<file path="config.mk">
export PLATFORM = sky130hd
export DESIGN_NAME = flg_offset_gen
export DESIGN_NICKNAME = d
export VERILOG_FILES = /design/src/rtl/flg_offset_gen.sv
export SDC_FILE = /design/constraint.sdc
export NUM_CORES = 1
export LEC_CHECK = 0
export CORE_MARGIN = 1
export CORE_UTILIZATION = 45
export CTS_BUF_LIST = sky130_fd_sc_hd__clkbuf_8
export CTS_CLUSTER_SIZE = 30
export DETAILED_ROUTE_END_ITERATION = 8
export GPL_ROUTABILITY_DRIVEN = 0
export PLACE_DENSITY = 0.73
export SYNTH_ARGS = -nofsm -noshare
export SYNTH_HDL_FRONTEND = slang
export SYNTH_SLANG_ARGS = --single-unit
</file>
<file path="constraint.sdc">
create_clock -name clk -period 9.2 [get_ports clk]
set_input_delay 0.92 -clock clk [delete_from_list [all_inputs] [get_ports clk]]
set_output_delay 0.92 -clock clk [all_outputs]
set_load 0.03 [all_outputs]
</file>
<file path="src/rtl/flg_offset_gen.sv">
// Flag-offset generator: ANDs one activation and one weight flag vector and
// emits one beat per matched position, each carrying the absolute
// compressed-buffer addresses of the matching activation and weight.
// Running bases carry addresses across the vectors of a channel group.
module flg_offset_gen #(
  parameter int unsigned FLAG_WIDTH = 32,
  parameter int unsigned ADDR_WIDTH = 12,
  parameter bit          MSB_FIRST  = 1'b0
) (
  input  logic                          clk,
  input  logic                          rst_n,
  input  logic                          in_valid,
  output logic                          in_ready,
  input  logic                          in_first,
  input  logic [FLAG_WIDTH-1:0]         in_flg_act,
  input  logic [FLAG_WIDTH-1:0]         in_flg_wei,
  output logic                          out_valid,
  input  logic                          out_ready,
  output logic [ADDR_WIDTH-1:0]         out_addr_act,
  output logic [ADDR_WIDTH-1:0]         out_addr_wei,
  output logic [$clog2(FLAG_WIDTH)-1:0] out_pos,
  output logic                          out_last,
  output logic                          out_empty
);

  localparam int unsigned PW = $clog2(FLAG_WIDTH);
  localparam int unsigned CW = PW + 1;

  typedef enum logic {IDLE, SCAN} state_t;

  state_t                state_q, state_d;
  logic [FLAG_WIDTH-1:0] act_q, act_d;
  logic [FLAG_WIDTH-1:0] wei_q, wei_d;
  logic [FLAG_WIDTH-1:0] mask_q, mask_d;
  logic [ADDR_WIDTH-1:0] base_cur_act_q, base_cur_act_d;
  logic [ADDR_WIDTH-1:0] base_cur_wei_q, base_cur_wei_d;
  logic [ADDR_WIDTH-1:0] base_next_act_q, base_next_act_d;
  logic [ADDR_WIDTH-1:0] base_next_wei_q, base_next_wei_d;
  logic                  out_valid_q, out_valid_d;
  logic [ADDR_WIDTH-1:0] out_addr_act_q, out_addr_act_d;
  logic [ADDR_WIDTH-1:0] out_addr_wei_q, out_addr_wei_d;
  logic [PW-1:0]         out_pos_q, out_pos_d;
  logic                  out_last_q, out_last_d;
  logic                  out_empty_q, out_empty_d;

  logic                  free;
  logic [PW-1:0]         p_sel;
  logic [FLAG_WIDTH-1:0] below_m;
  logic [ADDR_WIDTH-1:0] in_base_act;
  logic [ADDR_WIDTH-1:0] in_base_wei;

  function automatic logic [CW-1:0] popcount(input logic [FLAG_WIDTH-1:0] v);
    logic [CW-1:0] cnt;
    cnt = '0;
    for (int unsigned i = 0; i < FLAG_WIDTH; i++) cnt = cnt + CW'(v[i]);
    return cnt;
  endfunction

  assign free      = !out_valid_q || out_ready;
  assign in_ready  = (state_q == IDLE);

  // Pick the next match position in scan order and mask of positions below it.
  // The loop order makes the last hit win: high-to-low yields the lowest set
  // bit, low-to-high yields the highest.
  always_comb begin
    p_sel   = '0;
    below_m = '0;
    for (int unsigned i = 0; i < FLAG_WIDTH; i++) begin
      if (mask_q[MSB_FIRST ? i : FLAG_WIDTH - 1 - i])
        p_sel = PW'(MSB_FIRST ? i : FLAG_WIDTH - 1 - i);
    end
    for (int unsigned i = 0; i < FLAG_WIDTH; i++) below_m[i] = (i < 32'(p_sel));
  end

  // Group bases for a newly offered vector.
  always_comb begin
    in_base_act = in_first ? '0 : base_next_act_q;
    in_base_wei = in_first ? '0 : base_next_wei_q;
  end

  // Next-state, latched-vector and output-register computation.
  always_comb begin
    state_d         = state_q;
    act_d           = act_q;
    wei_d           = wei_q;
    mask_d          = mask_q;
    base_cur_act_d  = base_cur_act_q;
    base_cur_wei_d  = base_cur_wei_q;
    base_next_act_d = base_next_act_q;
    base_next_wei_d = base_next_wei_q;
    out_valid_d     = out_valid_q;
    out_addr_act_d  = out_addr_act_q;
    out_addr_wei_d  = out_addr_wei_q;
    out_pos_d       = out_pos_q;
    out_last_d      = out_last_q;
    out_empty_d     = out_empty_q;
    unique case (state_q)
      IDLE: begin
        if (free) out_valid_d = 1'b0;
        if (in_valid) begin
          act_d           = in_flg_act;
          wei_d           = in_flg_wei;
          mask_d          = in_flg_act & in_flg_wei;
          base_cur_act_d  = in_base_act;
          base_cur_wei_d  = in_base_wei;
          base_next_act_d = in_base_act + ADDR_WIDTH'(popcount(in_flg_act));
          base_next_wei_d = in_base_wei + ADDR_WIDTH'(popcount(in_flg_wei));
          state_d         = SCAN;
        end
      end
      SCAN: begin
        if (free) begin
          out_valid_d = 1'b1;
          if (mask_q == '0) begin
            out_empty_d    = 1'b1;
            out_last_d     = 1'b1;
            out_pos_d      = '0;
            out_addr_act_d = '0;
            out_addr_wei_d = '0;
            state_d        = IDLE;
          end else begin
            mask_d         = mask_q;
            mask_d[p_sel]  = 1'b0;
            out_empty_d    = 1'b0;
            out_pos_d      = p_sel;
            out_addr_act_d = base_cur_act_q + ADDR_WIDTH'(popcount(act_q & below_m));
            out_addr_wei_d = base_cur_wei_q + ADDR_WIDTH'(popcount(wei_q & below_m));
            out_last_d     = (mask_d == '0);
            if (mask_d == '0) state_d = IDLE;
          end
        end
      end
      default: state_d = IDLE;
    endcase
  end

  // State and output registers, cleared asynchronously.
  always_ff @(posedge clk or negedge rst_n) begin
    if (!rst_n) begin
      state_q         <= IDLE;
      act_q           <= '0;
      wei_q           <= '0;
      mask_q          <= '0;
      base_cur_act_q  <= '0;
      base_cur_wei_q  <= '0;
      base_next_act_q <= '0;
      base_next_wei_q <= '0;
      out_valid_q     <= 1'b0;
      out_addr_act_q  <= '0;
      out_addr_wei_q  <= '0;
      out_pos_q       <= '0;
      out_last_q      <= 1'b0;
      out_empty_q     <= 1'b0;
    end else begin
      state_q         <= state_d;
      act_q           <= act_d;
      wei_q           <= wei_d;
      mask_q          <= mask_d;
      base_cur_act_q  <= base_cur_act_d;
      base_cur_wei_q  <= base_cur_wei_d;
      base_next_act_q <= base_next_act_d;
      base_next_wei_q <= base_next_wei_d;
      out_valid_q     <= out_valid_d;
      out_addr_act_q  <= out_addr_act_d;
      out_addr_wei_q  <= out_addr_wei_d;
      out_pos_q       <= out_pos_d;
      out_last_q      <= out_last_d;
      out_empty_q     <= out_empty_d;
    end
  end

  assign out_valid    = out_valid_q;
  assign out_addr_act = out_addr_act_q;
  assign out_addr_wei = out_addr_wei_q;
  assign out_pos      = out_pos_q;
  assign out_last     = out_last_q;
  assign out_empty    = out_empty_q;

endmodule

</file>
==> impl_metrics.env, run 1 <==
export IMPL_synth_flop_cell="dfrtp_1"
export IMPL_grt_pass1_vias=10300
export IMPL_num_rows=60
export IMPL_ys_warn_count=0
export IMPL_ioPinCount=102
export IMPL_core_region_area_um2=27000
export IMPL_postCtsSetupBuffers=0
export IMPL_syn2layout_area_growth_pct=13.8
export IMPL_die_w_um=168
export IMPL_grt_usage_pct=26.9
export IMPL_grt_pass1_wl_um=57600
export IMPL_setup_viol=0
export IMPL_io_buffers=101
export IMPL_yosysMostFrequentCell="nand2_1"
export IMPL_cts_resized=0
export IMPL_cp_required_ns=9.55
export IMPL_synth_nets=1591
export IMPL_worst_hold_slack_ns=0.481
export IMPL_synth_area_leaders="dfrtp_1 35%, fa_1 17%, nand2_1 9.5%"
export IMPL_start_kind="flop"
export IMPL_grt_overflow_total=0
export IMPL_run_status="completed"
export IMPL_hpwl_um=27900
export IMPL_hold_depth=2
export IMPL_arrival_ns=9.00
export IMPL_wl_per_cell_um=20.3
export IMPL_synth_area_per_cell_um2=9.10
export IMPL_slew_headroom_pct=1.93
export IMPL_synthCells=1358
export IMPL_final_area_um2=14100
export IMPL_n_antenna_cell=0
export IMPL_synthTopCellsByCount="312 x nand2_1, 175 x dfrtp_1, 144 x inv_1, 116 x o21ai_0, 102 x fa_1"
export IMPL_setup_tns_ns=0
export IMPL_worstHoldStart="base_next_act_q[1]$_DFFE_PN0P_"
export IMPL_die_h_um=168
export IMPL_layout_drive_gt1_share_pct=5.41
export IMPL_grt_max_degree=103
export IMPL_dr_pass1_iters=5
export IMPL_cp_max_fo=13
export IMPL_async_flop_share_pct=100
export IMPL_insertion_delay_ns=0.49
export IMPL_cp_end_kind="flop"
export IMPL_initial_core_util_pct=45.9
export IMPL_report_final_slew_viol_count=0
export IMPL_clkSlewWorstSetupHoldPaths_ns=0.12
export IMPL_synth_top_area_share_pct=35.4
export IMPL_min_period_ns=8.65
export IMPL_post_route_util_pct=52.2
export IMPL_yosysTopAreaCell="dfrtp_1"
export IMPL_nets=1663
export IMPL_fin_skew_ns=0.0179
export IMPL_rsz0062_at_grt="no"
export IMPL_antenna_found_initial=0
export IMPL_ys_seq_area_share_pct=35.4
export IMPL_min_to="base_next_act_q[1]$_DFFE_PN0P_"
export IMPL_reg2reg_depth=26
export IMPL_ctsHoldBuffers=0
export IMPL_r2r_start="mask_q[27]$_DFFE_PN0P_"
export IMPL_worstHoldPathType="flop to flop"
export IMPL_r2r_end="out_addr_act[10]$_DFFE_PN0P_"
export IMPL_num_vias=10400
export IMPL_cts_buffer_depth=2
export IMPL_dpl_instance_area_um2=13700
export IMPL_worstMarginPinSlew_ns=1.47
export IMPL_wl_um=36200
export IMPL_hold_violations=0
export IMPL_drcViolationCount=0
export IMPL_cts_sinks=175
export IMPL_ys_types=61
export IMPL_ant_nets=0
export IMPL_cts_made_buffers=17
export IMPL_synth_edff_count=0
export IMPL_cts_root_buf="clkbuf_8"
export IMPL_max_freq_ghz=0.116
export IMPL_htreeDepth=4
export IMPL_reg2reg_slack_ns=0.55
export IMPL_ys_ff_latch=175
export IMPL_synth_area_um2=12400
export IMPL_critical_path_class="flop to flop"
export IMPL_drt_iter0_markers=1095
export IMPL_die_area_um2=28100
export IMPL_cts_tree="built"
export IMPL_max_cap_violations=0
export IMPL_final_period_utilization_pct=94.1
export IMPL_viasPerCell=5.81
==> stage by stage <==
step / cells / setup slack, ns
finish: 1784 / 0.545
global route: 1784 / 0.0846
detailed placement: 1752 / 0.739
CTS: 1784 / 0.709
global placement: 1752 / 0.806
floorplan: 1358 / 1.90
==> layout make-up <==
| class | count | area, µm² |
|---|---|---|
| Sequential cell | 175 | 4380 |
| Inverter | 144 | 541 |
| Tap cell | 341 | 427 |
| Multi-Input combinational cell | 980 | 7220 |
| Timing Repair Buffer | 112 | 1090 |
| Clock buffer | 17 | 234 |
| Clock inverter | 15 | 175 |
| Fill cell | 2377 | 12900 |
==> worst max-delay path: stages, from the launching register on <==
cell      delay (ns)
dfrtp_1         0.47
nor4_1          0.34
o31a_1          0.22
o211ai_1        0.19
a21oi_1         1.16
nand3_1         0.56
o21a_1          0.37
nand2_1         0.09
fa_1            0.43
fa_1            0.47
fa_1            0.51
fa_1            0.54
fa_1            0.53
fa_1            0.49
inv_1           0.07
ha_1            0.17
inv_1           0.06
fa_1            0.39
nor2b_1         0.13
o21ai_0         0.11
a21boi_0        0.27
o21ai_0         0.15
a21boi_0        0.26
o21ai_0         0.16
nor2_1          0.16
xnor2_1         0.12
o21ai_0         0.08
==> cells in the final DEF, fill, tap and decap left out, drive strengths merged, types with 7 or more instances in the layout <==
cell type | netlist | final
a21oi | 49 | 49
mux2 | 13 | 13
o21ai | 116 | 116
clkbuf | 47 | 17
nor2 | 56 | 56
and3 | 9 | 9
clkdlybuf4s50 | 0 | 100
and2 | 7 | 7
or3 | 10 | 10
o21a | 7 | 7
o31ai | 9 | 9
nand2 | 312 | 312
nor2b | 25 | 25
fa | 102 | 102
nand3b | 8 | 8
inv | 144 | 150
buf | 12 | 12
or4 | 11 | 11
nand2b | 8 | 8
xor2 | 11 | 11
nand3 | 20 | 20
nor3 | 13 | 13
o21bai | 7 | 7
nand4 | 8 | 8
a32o | 16 | 16
nor4 | 13 | 13
ha | 62 | 62
o211ai | 7 | 7
a21o | 16 | 16
xnor2 | 18 | 18
dfrtp | 175 | 175
==> kinds of logic after synthesis <==
logic type | Yosys count | synth area share (%)
AND/OR/NAND/NOR | 503 | 18.2
AO/OA/AOI/OAI | 270 | 13.9
buffers and inverters | 203 | 6.34
flip-flops | 175 | 35.4
adder cells (fa/ha/maj) | 165 | 22.9
XOR/XNOR | 29 | 2.05
multiplexers | 13 | 1.18
==> state kept, by name (all words and copies together) (netlist names) <==
register / flops
mask_q: 32
out_pos: 5
out_addr_wei: 12
out_addr_act: 12
out_last: 1
base_cur_wei_q: 12
act_q: 31
out_valid: 1
base_next_act_q: 12
base_cur_act_q: 12
wei_q: 31
out_empty: 1
state_q: 1
base_next_wei_q: 12
==> per-layer routing <==
metal  up-vias  global-route usage (%)  share of wire, %  routed length (µm)
met5         -                       0                 0                   0
met4         0                    12.0               3.9                1400
met3       104                    6.76                10                3800
met2       583                    40.8                45               16400
met1      5043                    36.4                40               14600
li1       4631                       -                 -                   -
==> how the worst max path moves through the flow <==
stage | cells past startpoint | startpoint | to
after floorplan | 29 | mask_q[7]$_DFFE_PN0P_ | out_addr_wei[10]$_DFFE_PN0P_
after global placement | 26 | mask_q[27]$_DFFE_PN0P_ | out_addr_act[10]$_DFFE_PN0P_
after detailed placement | 26 | mask_q[27]$_DFFE_PN0P_ | out_addr_wei[10]$_DFFE_PN0P_
after CTS | 26 | mask_q[27]$_DFFE_PN0P_ | out_addr_act[10]$_DFFE_PN0P_
after global routing | 26 | mask_q[27]$_DFFE_PN0P_ | out_addr_act[10]$_DFFE_PN0P_
final | 26 | mask_q[27]$_DFFE_PN0P_ | out_addr_act[10]$_DFFE_PN0P_
Power of run 1 is left out: the tool's default activity adds up to more than one toggle a clock period on the data nets, which glitch-free logic cannot reach.
==> run 2, diff against run 1 <==
--- a/config.mk
+++ b/config.mk
@@ -12,6 +12,7 @@
 export DETAILED_ROUTE_END_ITERATION = 8
 export GPL_ROUTABILITY_DRIVEN = 0
 export PLACE_DENSITY = 0.73
+export SETUP_SLACK_MARGIN = 0.2
 export SYNTH_ARGS = -nofsm -noshare
 export SYNTH_HDL_FRONTEND = slang
 export SYNTH_SLANG_ARGS = --single-unit
==> impl_metrics.env, run 2 (same netlist as run 1, synthesis figures left out) <==
export IMPL_run_status="completed"
export IMPL_report_final_slew_viol_count=0
export IMPL_regMostFlops="mask_q"
export IMPL_top_usage_layer="met2"
export IMPL_final_period_utilization_pct=91.1
export IMPL_max_freq_ghz=0.119
export IMPL_layout_drive_gt1_share_pct=5.47
export IMPL_grt_overflow_total=0
export IMPL_ctsHoldBuffers=0
export IMPL_min_period_ns=8.38
export IMPL_nets=1663
export IMPL_mostFrequentLayoutCell="nand2_1"
export IMPL_cp_required_ns=9.55
export IMPL_ioPinCount=102
export IMPL_layout_common_cells="311 x nand2_1, 175 x dfrtp_1, 144 x inv_1, 116 x o21ai_0, 102 x fa_1"
export IMPL_cp_max_fo=7
export IMPL_wl_um=36300
export IMPL_ant_nets=0
export IMPL_cts_made_buffers=17
export IMPL_dr_pass1_iters=6
export IMPL_rsz0062_at_grt="no"
export IMPL_num_vias=10400
export IMPL_setup_viol=0
export IMPL_core_region_area_um2=27000
export IMPL_place_inst=1752
export IMPL_insertion_delay_ns=0.49
export IMPL_grt_pass1_vias=10300
export IMPL_cts_root_buf="clkbuf_8"
export IMPL_grt_pass1_wl_um=57600
export IMPL_syn2layout_area_growth_pct=13.8
export IMPL_grt_max_degree=103
export IMPL_grt_use_met1_pct=36.4
export IMPL_largest_register_ffs=32
export IMPL_r2r_start="mask_q[7]$_DFFE_PN0P_"
export IMPL_worstMarginPinSlew_ns=1.18
export IMPL_start_kind="flop"
export IMPL_nFillCells=2377
export IMPL_num_rows=60
export IMPL_hpwl_um=27900
export IMPL_drt_iter0_markers=1159
export IMPL_clkSlewWorstSetupHoldPaths_ns=0.12
export IMPL_cts_tree="built"
export IMPL_viasPerCell=5.82
export IMPL_slowest_delay_ns=0.69
export IMPL_n_antenna_cell=0
export IMPL_final_area_um2=14100
export IMPL_cts_sinks=175
export IMPL_hold_violations=0
export IMPL_cpMostUsedCell="fa_1"
export IMPL_critPathLaunch="mask_q[7]$_DFFE_PN0P_"
export IMPL_dpl_instance_area_um2=13700
export IMPL_worstHoldPathType="flop to flop"
export IMPL_worstHoldStart="base_next_act_q[1]$_DFFE_PN0P_"
export IMPL_cp_end_kind="flop"
export IMPL_setup_tns_ns=0
export IMPL_drcViolationCount=0
export IMPL_die_area_um2=28100
export IMPL_arrival_ns=8.73
export IMPL_grt_usage_pct=26.9
export IMPL_use_met3_pct=6.76
export IMPL_slew_headroom_pct=21.5
export IMPL_die_w_um=168
export IMPL_htreeDepth=4
export IMPL_wl_per_cell_um=20.4
export IMPL_cts_buffer_depth=2
export IMPL_antenna_found_initial=0
export IMPL_largestRegisters="mask_q x32, act_q x31, wei_q x31"
export IMPL_slowest_stage="a22oi_1"
export IMPL_max_cap_violations=0
export IMPL_fin_skew_ns=0.0182
export IMPL_finalNonFillerCells=1784
export IMPL_io_buffers=101
export IMPL_grt_use_met2_pct=40.8
export IMPL_die_h_um=168
export IMPL_critical_path_class="flop to flop"
export IMPL_initial_core_util_pct=45.9
[run 2: metrics by stage]
step / setup WS (ns) / hold WS, ns / utilization [%]
final: 0.816 / 0.481 / 52.2
after global routing: 0.399 / 0.507 / 52.2
after CTS: 0.709 / 0.485 / 52.2
after detailed placement: 0.739 / 0.458 / 50.7
after global placement: 0.806 / 0.453 / 50.7
after floorplan: 1.90 / 0.437 / -
[run 2: critical path: cells and delay by family, from the launching register on]
| kind | cells | cell delay, ns |
|---|---|---|
| buf+inv | 4 | 0.23 |
| compound gates | 9 | 2.15 |
| xor+xnor | 1 | 0.12 |
| simple gates | 7 | 1.74 |
| flops | 1 | 0.46 |
| fa+ha+maj | 8 | 3.53 |
[run 2: final timing paths]
check | end | slack, ns | cells after the start
max | out_addr_act[10]$_DFFE_PN0P_ | 0.82 | 29
min | base_next_act_q[1]$_DFFE_PN0P_ | 0.48 | 2
max reg2reg | out_addr_act[10]$_DFFE_PN0P_ | 0.82 | 29
min reg2reg | base_next_act_q[1]$_DFFE_PN0P_ | 0.48 | 2
max in group asynchronous | base_cur_wei_q[11]$_DFFE_PN0P_ | 7.02 | 2
min in group asynchronous | wei_q[30]$_DFFE_PN0P_ | 0.53 | 1
[run 2: routing by layer]
layer | wire length (µm) | up-vias
li1 | - | 4635
met1 | 14600 | 5054
met2 | 16500 | 583
met3 | 3810 | 116
met4 | 1440 | 0
met5 | 0 | -
[run 2: repair_timing]
| item | in CTS | in global routing |
|---|---|---|
| setup endpoints to repair | 0 | 3 |
| setup buffers | 0 | 0 |
| hold endpoints to repair | 0 | 0 |
| gates resized for setup | 0 | 1 |
[run 2: cell type report]
class | instances | area (µm²) | area share (%)
clock inverter | 15 | 175 | 1.25
timing repair buffer | 112 | 1090 | 7.78
multi-input combinational | 980 | 7220 | 51.3
tap | 341 | 427 | 3.03
sequential | 175 | 4380 | 31.1
inverter | 144 | 541 | 3.84
clock buffer | 17 | 234 | 1.66
Power of run 2 is left out for the same reason.
